[config.mk]
export PLATFORM = sky130hd
export DESIGN_NAME = spi_lcd_rx_module_flat
export DESIGN_NICKNAME = d
export VERILOG_FILES = /design/src/rtl/spi_lcd_rx_module_if.sv /design/src/rtl/spi_lcd_rx_module.sv /design/src/flat_wrapper.sv
export SDC_FILE = /design/constraint.sdc
export NUM_CORES = 1
export LEC_CHECK = 0
export ABC_CLOCK_PERIOD_IN_PS = 1900
export CAP_MARGIN = 15
export CELL_PAD_IN_SITES_DETAIL_PLACEMENT = 1
export CELL_PAD_IN_SITES_GLOBAL_PLACEMENT = 1
export CORE_ASPECT_RATIO = 2
export CORE_MARGIN = 4
export CORE_UTILIZATION = 40
export CTS_CLUSTER_DIAMETER = 150
export CTS_CLUSTER_SIZE = 40
export DETAILED_ROUTE_END_ITERATION = 10
export GPL_TIMING_DRIVEN = 0
export PLACE_DENSITY = 0.73
export SLEW_MARGIN = 0
export SYNTH_ARGS = -nofsm -noshare
export SYNTH_HDL_FRONTEND = slang
export SYNTH_SLANG_ARGS = --single-unit
[constraint.sdc]
create_clock -name CLK -period 1.9 [get_ports CLK]
set_input_delay 0.475 -clock CLK [delete_from_list [all_inputs] [get_ports CLK]]
set_output_delay 0.475 -clock CLK [all_outputs]
set_load 0.005 [all_outputs]
[src/rtl/spi_lcd_rx_module_if.sv]
// -----------------------------------------------------------------------------
// spi_lcd_rx_module_if
// Bundles the observed LCD bus, the FIFO read handshake and the receiver
// status outputs of spi_lcd_rx_module.
//   SPI_In    [3] CS (active-low), [2] A0, [1] SCLK, [0] DO
//   Rd_En     pop FIFO head
//   Rx_Data   FIFO head {A0, byte}
//   Rx_Valid  FIFO not empty
//   Byte_Cnt  complete bytes in current CS frame (saturating)
//   Overflow  sticky, a completed byte was dropped on a full FIFO
//   Frame_Err one-cycle pulse, CS deasserted mid-byte
// master: bench / consumer side.  slave: receiver side.
// -----------------------------------------------------------------------------
interface spi_lcd_rx_module_if;
  logic [3:0] SPI_In;
  logic       Rd_En;
  logic [8:0] Rx_Data;
  logic       Rx_Valid;
  logic [7:0] Byte_Cnt;
  logic       Overflow;
  logic       Frame_Err;

  modport master (
    output SPI_In, Rd_En,
    input  Rx_Data, Rx_Valid, Byte_Cnt, Overflow, Frame_Err
  );

  modport slave (
    input  SPI_In, Rd_En,
    output Rx_Data, Rx_Valid, Byte_Cnt, Overflow, Frame_Err
  );
endinterface

[src/rtl/spi_lcd_rx_module.sv]
// -----------------------------------------------------------------------------
// spi_lcd_rx_module
// Oversampling receiver for the 4-wire LCD serial bus. Recovers 8-bit words
// MSB-first with their A0 flag and queues {A0, byte} in a show-ahead FIFO.
// Ports:
//   CLK  system clock, rising edge
//   RST  synchronous reset, active-high
//   bus  spi_lcd_rx_module_if.slave (bus input, FIFO pop, data and status)
// -----------------------------------------------------------------------------
module spi_lcd_rx_module #(
  parameter int FIFO_AW = 2
) (
  input  logic                  CLK,
  input  logic                  RST,
  spi_lcd_rx_module_if.slave    bus
);

  localparam int DEPTH = 1 << FIFO_AW;

  typedef enum logic {ST_IDLE, ST_FRAME} state_t;

  // Synchronizer chain; s3 keeps only the lines whose edges matter.
  logic [3:0] s1, s2;
  logic [1:0] s3;          // {CS, SCLK} previous sample
  logic [1:0] warm_cnt;    // counts edges since reset until s3 holds a real sample

  logic cs_fall, sclk_rise;

  state_t st_q, st_d;
  logic   capture, frame_end;

  logic [6:0] shift_q;
  logic [2:0] bit_cnt;
  logic       wr_req, err_pend;
  logic [8:0] wr_word;

  logic [8:0]       mem [DEPTH];
  logic [FIFO_AW:0] wr_ptr, rd_ptr;
  logic             empty, full, pop, do_write;
  logic [7:0]       byte_cnt;
  logic             overflow, frame_err;

  always_ff @(posedge CLK) begin
    if (RST) begin
      s1       <= 4'b1010;
      s2       <= 4'b1010;
      s3       <= 2'b11;
      warm_cnt <= 2'd0;
    end else begin
      // NOTE: sequential state uses non-blocking assignments so every flop
      // samples the pre-edge value of its neighbour, giving a true shift chain.
      s1 <= bus.SPI_In;
      s2 <= s1;
      s3 <= {s2[3], s2[1]};
      if (warm_cnt != 2'd3) warm_cnt <= warm_cnt + 2'd1;
    end
  end

  // A CS fall is trusted only once s3 holds a bus sample rather than its reset
  // value; otherwise a reset during a low CS would fake a frame start.
  assign cs_fall   = ~s2[3] & s3[1] & (warm_cnt == 2'd3);
  assign sclk_rise =  s2[1] & ~s3[0];

  always_ff @(posedge CLK) begin
    if (RST) st_q <= ST_IDLE;
    else     st_q <= st_d;
  end

  always_comb begin
    // NOTE: defaults first so no path through the case leaves a signal
    // unassigned, which would infer a latch.
    st_d      = st_q;
    capture   = 1'b0;
    frame_end = 1'b0;
    case (st_q)
      ST_IDLE:  if (cs_fall) st_d = ST_FRAME;
      ST_FRAME: begin
        if (s2[3]) begin
          // CS high wins over any SCLK rise seen in the same cycle.
          st_d      = ST_IDLE;
          frame_end = 1'b1;
        end else begin
          capture = sclk_rise;
        end
      end
      default:  st_d = ST_IDLE;
    endcase
  end

  // Capture stage: shift register, bit counter and the one-cycle write request.
  always_ff @(posedge CLK) begin
    if (RST) begin
      shift_q  <= '0;
      bit_cnt  <= '0;
      wr_req   <= 1'b0;
      wr_word  <= '0;
      err_pend <= 1'b0;
    end else begin
      wr_req   <= 1'b0;
      err_pend <= frame_end & (bit_cnt != 3'd0);
      if (capture) begin
        shift_q <= {shift_q[5:0], s2[0]};
        bit_cnt <= bit_cnt + 3'd1;       // wraps to 0 after the 8th bit
        if (bit_cnt == 3'd7) begin
          wr_req  <= 1'b1;
          wr_word <= {s2[2], shift_q, s2[0]};
        end
      end else if (st_d == ST_IDLE) begin
        // Outside a frame (or ending one) any partial word is discarded.
        shift_q <= '0;
        bit_cnt <= '0;
      end
    end
  end

  assign empty    = (wr_ptr == rd_ptr);
  assign full     = (wr_ptr[FIFO_AW] != rd_ptr[FIFO_AW]) &&
                    (wr_ptr[FIFO_AW-1:0] == rd_ptr[FIFO_AW-1:0]);
  assign pop      = bus.Rd_En & ~empty;
  // When full, a simultaneous pop frees the slot the write lands in.
  assign do_write = wr_req & (~full | pop);

  // NOTE: FIFO storage has no reset; the pointers alone define which entries
  // are valid, and Rx_Data is forced to zero while empty.
  always_ff @(posedge CLK) begin
    if (do_write) mem[wr_ptr[FIFO_AW-1:0]] <= wr_word;
  end

  always_ff @(posedge CLK) begin
    if (RST) begin
      wr_ptr    <= '0;
      rd_ptr    <= '0;
      byte_cnt  <= '0;
      overflow  <= 1'b0;
      frame_err <= 1'b0;
    end else begin
      frame_err <= err_pend;
      if (pop)      rd_ptr <= rd_ptr + 1'b1;
      if (do_write) wr_ptr <= wr_ptr + 1'b1;
      if (wr_req && full && !pop) overflow <= 1'b1;
      if (cs_fall)
        byte_cnt <= '0;
      else if (wr_req && byte_cnt != 8'hFF)
        byte_cnt <= byte_cnt + 8'd1;
    end
  end

  assign bus.Rx_Valid  = ~empty;
  assign bus.Rx_Data   = empty ? 9'h000 : mem[rd_ptr[FIFO_AW-1:0]];
  assign bus.Byte_Cnt  = byte_cnt;
  assign bus.Overflow  = overflow;
  assign bus.Frame_Err = frame_err;

endmodule

[src/flat_wrapper.sv]
// flat-port wrapper written by rule: the top's interface ports become plain ports
module spi_lcd_rx_module_flat 
#(
  parameter int FIFO_AW = 2
)
  (CLK, RST, bus_SPI_In, bus_Rd_En, bus_Rx_Data, bus_Rx_Valid, bus_Byte_Cnt, bus_Overflow, bus_Frame_Err);
  spi_lcd_rx_module_if bus_i ();
  input  logic CLK;
  input  logic RST;
  input wire logic [$bits(bus_i.SPI_In)-1:0] bus_SPI_In;
  input wire logic [$bits(bus_i.Rd_En)-1:0] bus_Rd_En;
  output wire logic [$bits(bus_i.Rx_Data)-1:0] bus_Rx_Data;
  output wire logic [$bits(bus_i.Rx_Valid)-1:0] bus_Rx_Valid;
  output wire logic [$bits(bus_i.Byte_Cnt)-1:0] bus_Byte_Cnt;
  output wire logic [$bits(bus_i.Overflow)-1:0] bus_Overflow;
  output wire logic [$bits(bus_i.Frame_Err)-1:0] bus_Frame_Err;
  assign bus_i.SPI_In = bus_SPI_In;
  assign bus_i.Rd_En = bus_Rd_En;
  assign bus_Rx_Data = bus_i.Rx_Data;
  assign bus_Rx_Valid = bus_i.Rx_Valid;
  assign bus_Byte_Cnt = bus_i.Byte_Cnt;
  assign bus_Overflow = bus_i.Overflow;
  assign bus_Frame_Err = bus_i.Frame_Err;
  spi_lcd_rx_module #(.FIFO_AW(FIFO_AW)) u_core (.CLK(CLK), .RST(RST), .bus(bus_i));
endmodule
==> results.cfg, run 1 <==
[synthesis]
syn-num-nets = 290
synthFlopType = dfxtp_1
yosysTopAreaCellShare_pct = 31.4
synth_seq_area_share_pct = 61.7
synth-edff-count = 36
synth_top_area_cell = edfxtp_1
synth-simple-area-share_pct = 14.9
synth_common_cells = 52 x dfxtp_1, 36 x edfxtp_1, 25 x nor2_1, 16 x nand3_1, 15 x a21oi_1
synth-async-reset-ratio_pct = 0
synthAdderAreaFrac_pct = 3.64
muxShareOfSynthArea_pct = 7.34
syn_area_per_cell_um2 = 12.6
synth.most_common_cell = dfxtp_1
synth_top_family_by_area = simple AND/OR/NAND/NOR gates
synth_xor_area_share_pct = 2.80
ys_seq_elements = 88
synth-compound-area-share_pct = 7.63
synth.distinct_cells = 41
synth.area.top_cells = edfxtp_1 31%, dfxtp_1 30%, mux4_2 5.9%
syn_inst = 273
synth_area_mm2 = 0.00344
synth_warnings = 0

[critical_path]
reg2reg_to = u_core.mem[2][1]
reg2reg_from = u_core.rd_ptr[2]
worstPathRequired_ns = 1.42
reg2reg_depth = 5
crit_arrival_ns = 1.73
critPathMaxFanout = 5
rrSetupSlack_ns = 0.17
startpoint_type = flip-flop
crit_type = flip-flop to primary output
end_kind = primary output

[clock_tree]
clock_sinks = 88
h-tree-depth = 3
cts_tree = built
cts_buffers = 9
cts-root-buf = clkbuf_16
clk_pin_slew_ns = 0.06
ctsLongestPathBuffers = 2
clkLatencyLatePin_ns = 0.35

[sta]
setup_viol = 9
grt_setup_unrepaired = true
tightestPinTransition_ns = 0.673
setup_tns_ns = -2.38
skew_ns = 0.00999
min_period_ns = 2.20
slew_viol_final = 0
fmax_ghz = 0.454
relSlewSlack_pct = 55.0
final_hold_viol_count = 0
finalWorstSetupSlack_ns = -0.302
finalCritPeriodShare_pct = 116

[flow_run]
maxCapViolations = 0

[routing]
antenna_left = 0
wl_mm = 6.79
dr.pass1.iters = 4
dr.first_iter.drc_count = 92
vias_per_cell = 5.17
dr_total_vias = 2207
route.detailed.drc = 0
wl_per_cell_um = 15.9

[floorplanning]
fp.dieH_um = 139
initial_core_util_pct = 41.2
rows = 47
fp.coreArea_mm2 = 0.00835
die-area_mm2 = 0.0102
ios = 27
die_w_um = 73.6

[place]
portBuffers = 25
place_congestion = 0.731
post_dp_cell_area_mm2 = 0.00381
dpl.hpwl_mm = 4.68

[min_path]
min_to = u_core.s2[1]
hold_depth = 1
hold_start = u_core.s1[1]
hold_path.class = flip-flop to flip-flop

[global_route]
grt_max_degree = 17
grt_pass1_vias = 2414
grt_overflow = 0
antenna_found_initial = 0
track_usage_pct = 15.3
grt_first_pass_wirelength_mm = 11.8

[power_and_ir_drop]
power.density_mw_per_mm2 = 835
finalPower_mw = 3.65
p_leak_nw = 1.61
vdd_drop_max_uv = 459

[outcome]
run_status = finished, violations left
violations = setup timing

[final_layout]
synthToLayoutAreaGrowth_pct = 27.1
antenna_cells = 0
fin_area_mm2 = 0.00438
drive_above_1_share_pct = 26.7
final_core_util_pct = 52.4
final_nets = 341
-- how the worst max path moves through the flow --
stage | end | start | cells past startpoint | slack (ns)
2_1_floorplan | bus_Rx_Data[1] | u_core.wr_ptr[1] | 3 | 0.10
3_3_place_gp | bus_Rx_Data[3] | u_core.wr_ptr[1] | 4 | -0.90
3_5_place_dp | bus_Rx_Data[1] | u_core.wr_ptr[1] | 4 | -0.92
4_1_cts | bus_Rx_Data[1] | flip-flop | 5 | -0.35
5_1_grt | bus_Rx_Data[5] | flip-flop | 5 | -0.36
6_report | bus_Rx_Data[6] | flip-flop | 5 | -0.30
-- state kept, by name, summed over array words and instances (netlist names), 4 cells and up, named ones only --
| register | flops |
|---|---|
| u_core.mem | 36 |
| u_core.wr_word | 9 |
| u_core.bus.Byte_Cnt | 8 |
| u_core.shift_q | 7 |
| u_core.s1 | 4 |
| u_core.s2 | 4 |
-- stage by stage --
stage / hold WS, ns / setup slack (ns) / std cells
2_1_floorplan: 0.389 / 0.102 / 273
3_3_place_gp: 0.394 / -0.896 / 396
3_5_place_dp: 0.399 / -0.918 / 396
4_1_cts: 0.414 / -0.346 / 426
5_1_grt: 0.442 / -0.361 / 427
6_report: 0.411 / -0.302 / 427
-- cell usage in the layout (no fill, tap or decap), drive strengths merged, types with 8 or more instances in the layout --
cell	synthesis	final
xor2	8	8
clkbuf	8	17
dfxtp	52	52
nand2	14	14
a21oi	15	15
nor2b	8	8
nand3	16	16
nor2	25	25
mux4	9	9
and2b	9	9
a32oi	9	9
edfxtp	36	36
ha	10	10
buf	3	29
clkdlybuf4s50	0	15
-- logic make-up after synthesis --
logic type	after synthesis
compound gates	35
xor+xnor	11
fa+ha+maj	10
buf+inv	18
flops	88
mux	14
simple gates	97
-- power breakdown --
part / internal (mW) / total [mW] / switching, mW
clock: 0.888 / 1.60 / 0.709
sequential: 1.96 / 1.97 / 0.00939
combinational: 0.0334 / 0.0817 / 0.0483
total: 2.89 / 3.65 / 0.767
-- per-layer routing --
layer  routed length [um]  vias to the layer above  global-route usage [%]
met4                  201                        0                    8.50
met5                    0                        -                       0
li1                     -                     1091                       -
met2                 4030                       27                    27.3
met1                 2380                     1075                    15.5
met3                  173                       14                    3.56
-- layout make-up --
type,count,area [um2]
inverters,7,26.3
clock inverters,6,47.5
well taps,98,123
multi-input cells,167,1340
repair buffers,41,417
clock buffers,10,229
flip-flops and latches,88,2140
plain buffers,10,51.3
fillers,878,3980
-- worst max-delay path: stages (launching register included) --
cell and delay, ns:
dfxtp_4 0.37, buf_8 0.13, buf_6 0.10, mux4_2 0.47
and2b_2 0.21, buf_6 0.11
-- what timing repair did --
item | 4_1_cts | 5_1_grt
buffers inserted | 14 | 1
cloned | 1 | 0
pin swaps | 4 | 0
setup endpoints to repair | 37 | 56
resized for setup | 70 | 16
hold buffers | 0 | 0
(Power assumes the default switching activity.)
==> run 2: changes to the inputs <==
Settings changed: CORE_ASPECT_RATIO 2 to not set, PLACE_DENSITY 0.73 to not set, PLACE_DENSITY_LB_ADDON set to 0.1.
==> run 2 against run 1 <==
The run still ends with setup timing left. Core utilization down 0.43 points. Cell count up 2.6%. Power down 9.4%. Global-route usage up 0.066 points. Combinational power up 1%. Sequential share of layout area up 0.97 points. Routed wire length up 3.1%. Largest power group unchanged.
==> results.cfg, run 2 (same netlist as run 1, synthesis figures left out) <==
[sta]
min_period_ns = 2.24
relSlewSlack_pct = 57.2
finalCritPeriodShare_pct = 118
setup_viol = 10
slew_viol_final = 0
skew_ns = 0.0145
finalWorstSetupSlack_ns = -0.341
tightestPinTransition_ns = 0.641
final_hold_viol_count = 0
fmax_ghz = 0.446
grt_setup_unrepaired = true
setup_tns_ns = -2.76

[final_layout]
antenna_cells = 0
fin_area_mm2 = 0.00431
nFillCells = 879
final_nets = 345
synthToLayoutAreaGrowth_pct = 25.3
largest_reg_flops = 36
most-common-layout-cells = 41 x dfxtp_1, 36 x edfxtp_1, 25 x nor2_1, 16 x nand3_1
drive_above_1_share_pct = 27.9
layout_commonest_cell = dfxtp_1

[critical_path]
crit_arrival_ns = 1.77
reg2reg_from = u_core.wr_ptr[1]
startpoint_type = flip-flop
crit_type = flip-flop to primary output
reg2reg_to = u_core.mem[1][5]
end_kind = primary output
worstPathRequired_ns = 1.42
critPathMaxFanout = 3
reg2reg_depth = 6
rrSetupSlack_ns = 0.14

[routing]
dr.first_iter.drc_count = 53
wl_per_cell_um = 16.0
vias_per_cell = 5.15
dr_total_vias = 2254
dr.pass1.iters = 4
antenna_left = 0
route.detailed.drc = 0
wl_mm = 7.00

[clock_tree]
cts_tree = built
clock_sinks = 88
clkLatencyLatePin_ns = 0.36
clk_pin_slew_ns = 0.10
cts-root-buf = clkbuf_8
ctsLongestPathBuffers = 2
cts_buffers = 9
cts-hold-fix-buffers = 0
h-tree-depth = 3

[power_and_ir_drop]
p_int_mw = 2.51
comb_power_share_pct = 2.5
p_leak_nw = 1.60
switching_share_pct = 24.2
seqPwrFrac_pct = 59.4
p_sw_uw = 802
finalPower_mw = 3.31
clkPwrFrac_pct = 38.1
vdd_drop_max_uv = 444
power.density_mw_per_mm2 = 767

[floorplanning]
ios = 27
fp.dieH_um = 101
initial_core_util_pct = 41.5
die-area_mm2 = 0.0102
fp.coreArea_mm2 = 0.00830
die_w_um = 101
rows = 33

[place]
portBuffers = 25
post_dp_cell_area_mm2 = 0.00382
dpl.hpwl_mm = 4.29
place_congestion = 0.681
dpl_worst_slack_ns = -0.791

[global_route]
grtUsageMet3_pct = 4.01
grt_first_pass_wirelength_mm = 12.0
grt_max_degree = 19
antenna_found_initial = 0
track_usage_pct = 15.4
grt_pass1_vias = 2279
grt_overflow = 0
use_met2_pct = 25.3
use_met1_pct = 19.6
busiest_layer = met2

[min_path]
hold_path.class = flip-flop to flip-flop
hold_start = u_core.s1[1]
min_to = u_core.s2[1]
hold_depth = 1

[outcome]
violations = setup timing
run_status = finished, violations left

[flow_run]
maxCapViolations = 0
[run 2: cell types whose count changed in the layout (fill, tap and decap cells not counted), moves of 4 or more]
| cell | delta |
|---|---|
| buf_6 | -7 |
| buf_4 | +7 |
| clkinvlp_4 | -4 |
| clkbuf_8 | +10 |
| clkbuf_16 | -9 |
| dfxtp_4 | +4 |
| buf_2 | +4 |
[run 2: worst max-delay path by stage]
stage                                end             start  slack, ns
final                     bus_Rx_Data[1]         flip-flop      -0.34
after global routing      bus_Rx_Data[1]         flip-flop      -0.41
after CTS                 bus_Rx_Data[1]         flip-flop      -0.40
after detailed placement  bus_Rx_Data[6]  u_core.wr_ptr[1]      -0.79
after global placement    bus_Rx_Data[5]  u_core.wr_ptr[1]      -0.80
after floorplan           bus_Rx_Data[1]  u_core.wr_ptr[1]       0.10
[run 2: per-stage QoR]
step / instances / hold WS [ns] / utilization [%]
final: 438 / 0.417 / 52.0
after global routing: 438 / 0.448 / 52.0
after CTS: 436 / 0.421 / 51.3
after detailed placement: 403 / 0.397 / 46.1
after global placement: 403 / 0.395 / 46.1
after floorplan: 273 / 0.389 / -
[run 2: critical path, cell delays in order, from the launching register on]
cell and delay (ns):
dfxtp_4 0.38, buf_8 0.11, buf_12 0.10, mux4_2 0.50, and2b_2 0.20, buf_2 0.12
[run 2: repair_timing]
item                                   4_1_cts  5_1_grt
buffers inserted                            16        2
setup endpoints to repair                   37       49
endpoints found under the hold margin        0        0
gates resized for setup                     72       15
gates cloned                                 2        0
pin swaps                                    5        2
[run 2: layer usage]
layer	up-vias	wire, um
li1	1106	-
met1	1108	3130
met2	31	3500
met3	9	259
met4	0	107
met5	-	0
[run 2: power by group through the flow]
stage	Combinational, mW	Sequential [mW]	Clock, mW
finish	0.0826	1.97	1.26
global route	0.0949	1.97	1.40
CTS	0.0833	1.97	1.30
detailed placement	0.0821	2.02	0
global placement	0.0798	2.02	0
floorplan	0.0522	2.02	0
[run 2: layout make-up]
| cell class | instances | area [um2] | share of cell area, % |
|---|---|---|---|
| inverters | 7 | 26.3 | 0.609 |
| plain buffers | 10 | 51.3 | 1.19 |
| well taps | 105 | 131 | 3.05 |
| clock buffers | 9 | 124 | 2.87 |
| clock inverters | 7 | 68.8 | 1.60 |
| multi-input cells | 168 | 1370 | 31.7 |
| repair buffers | 44 | 389 | 9.02 |
| flip-flops and latches | 88 | 2150 | 49.9 |
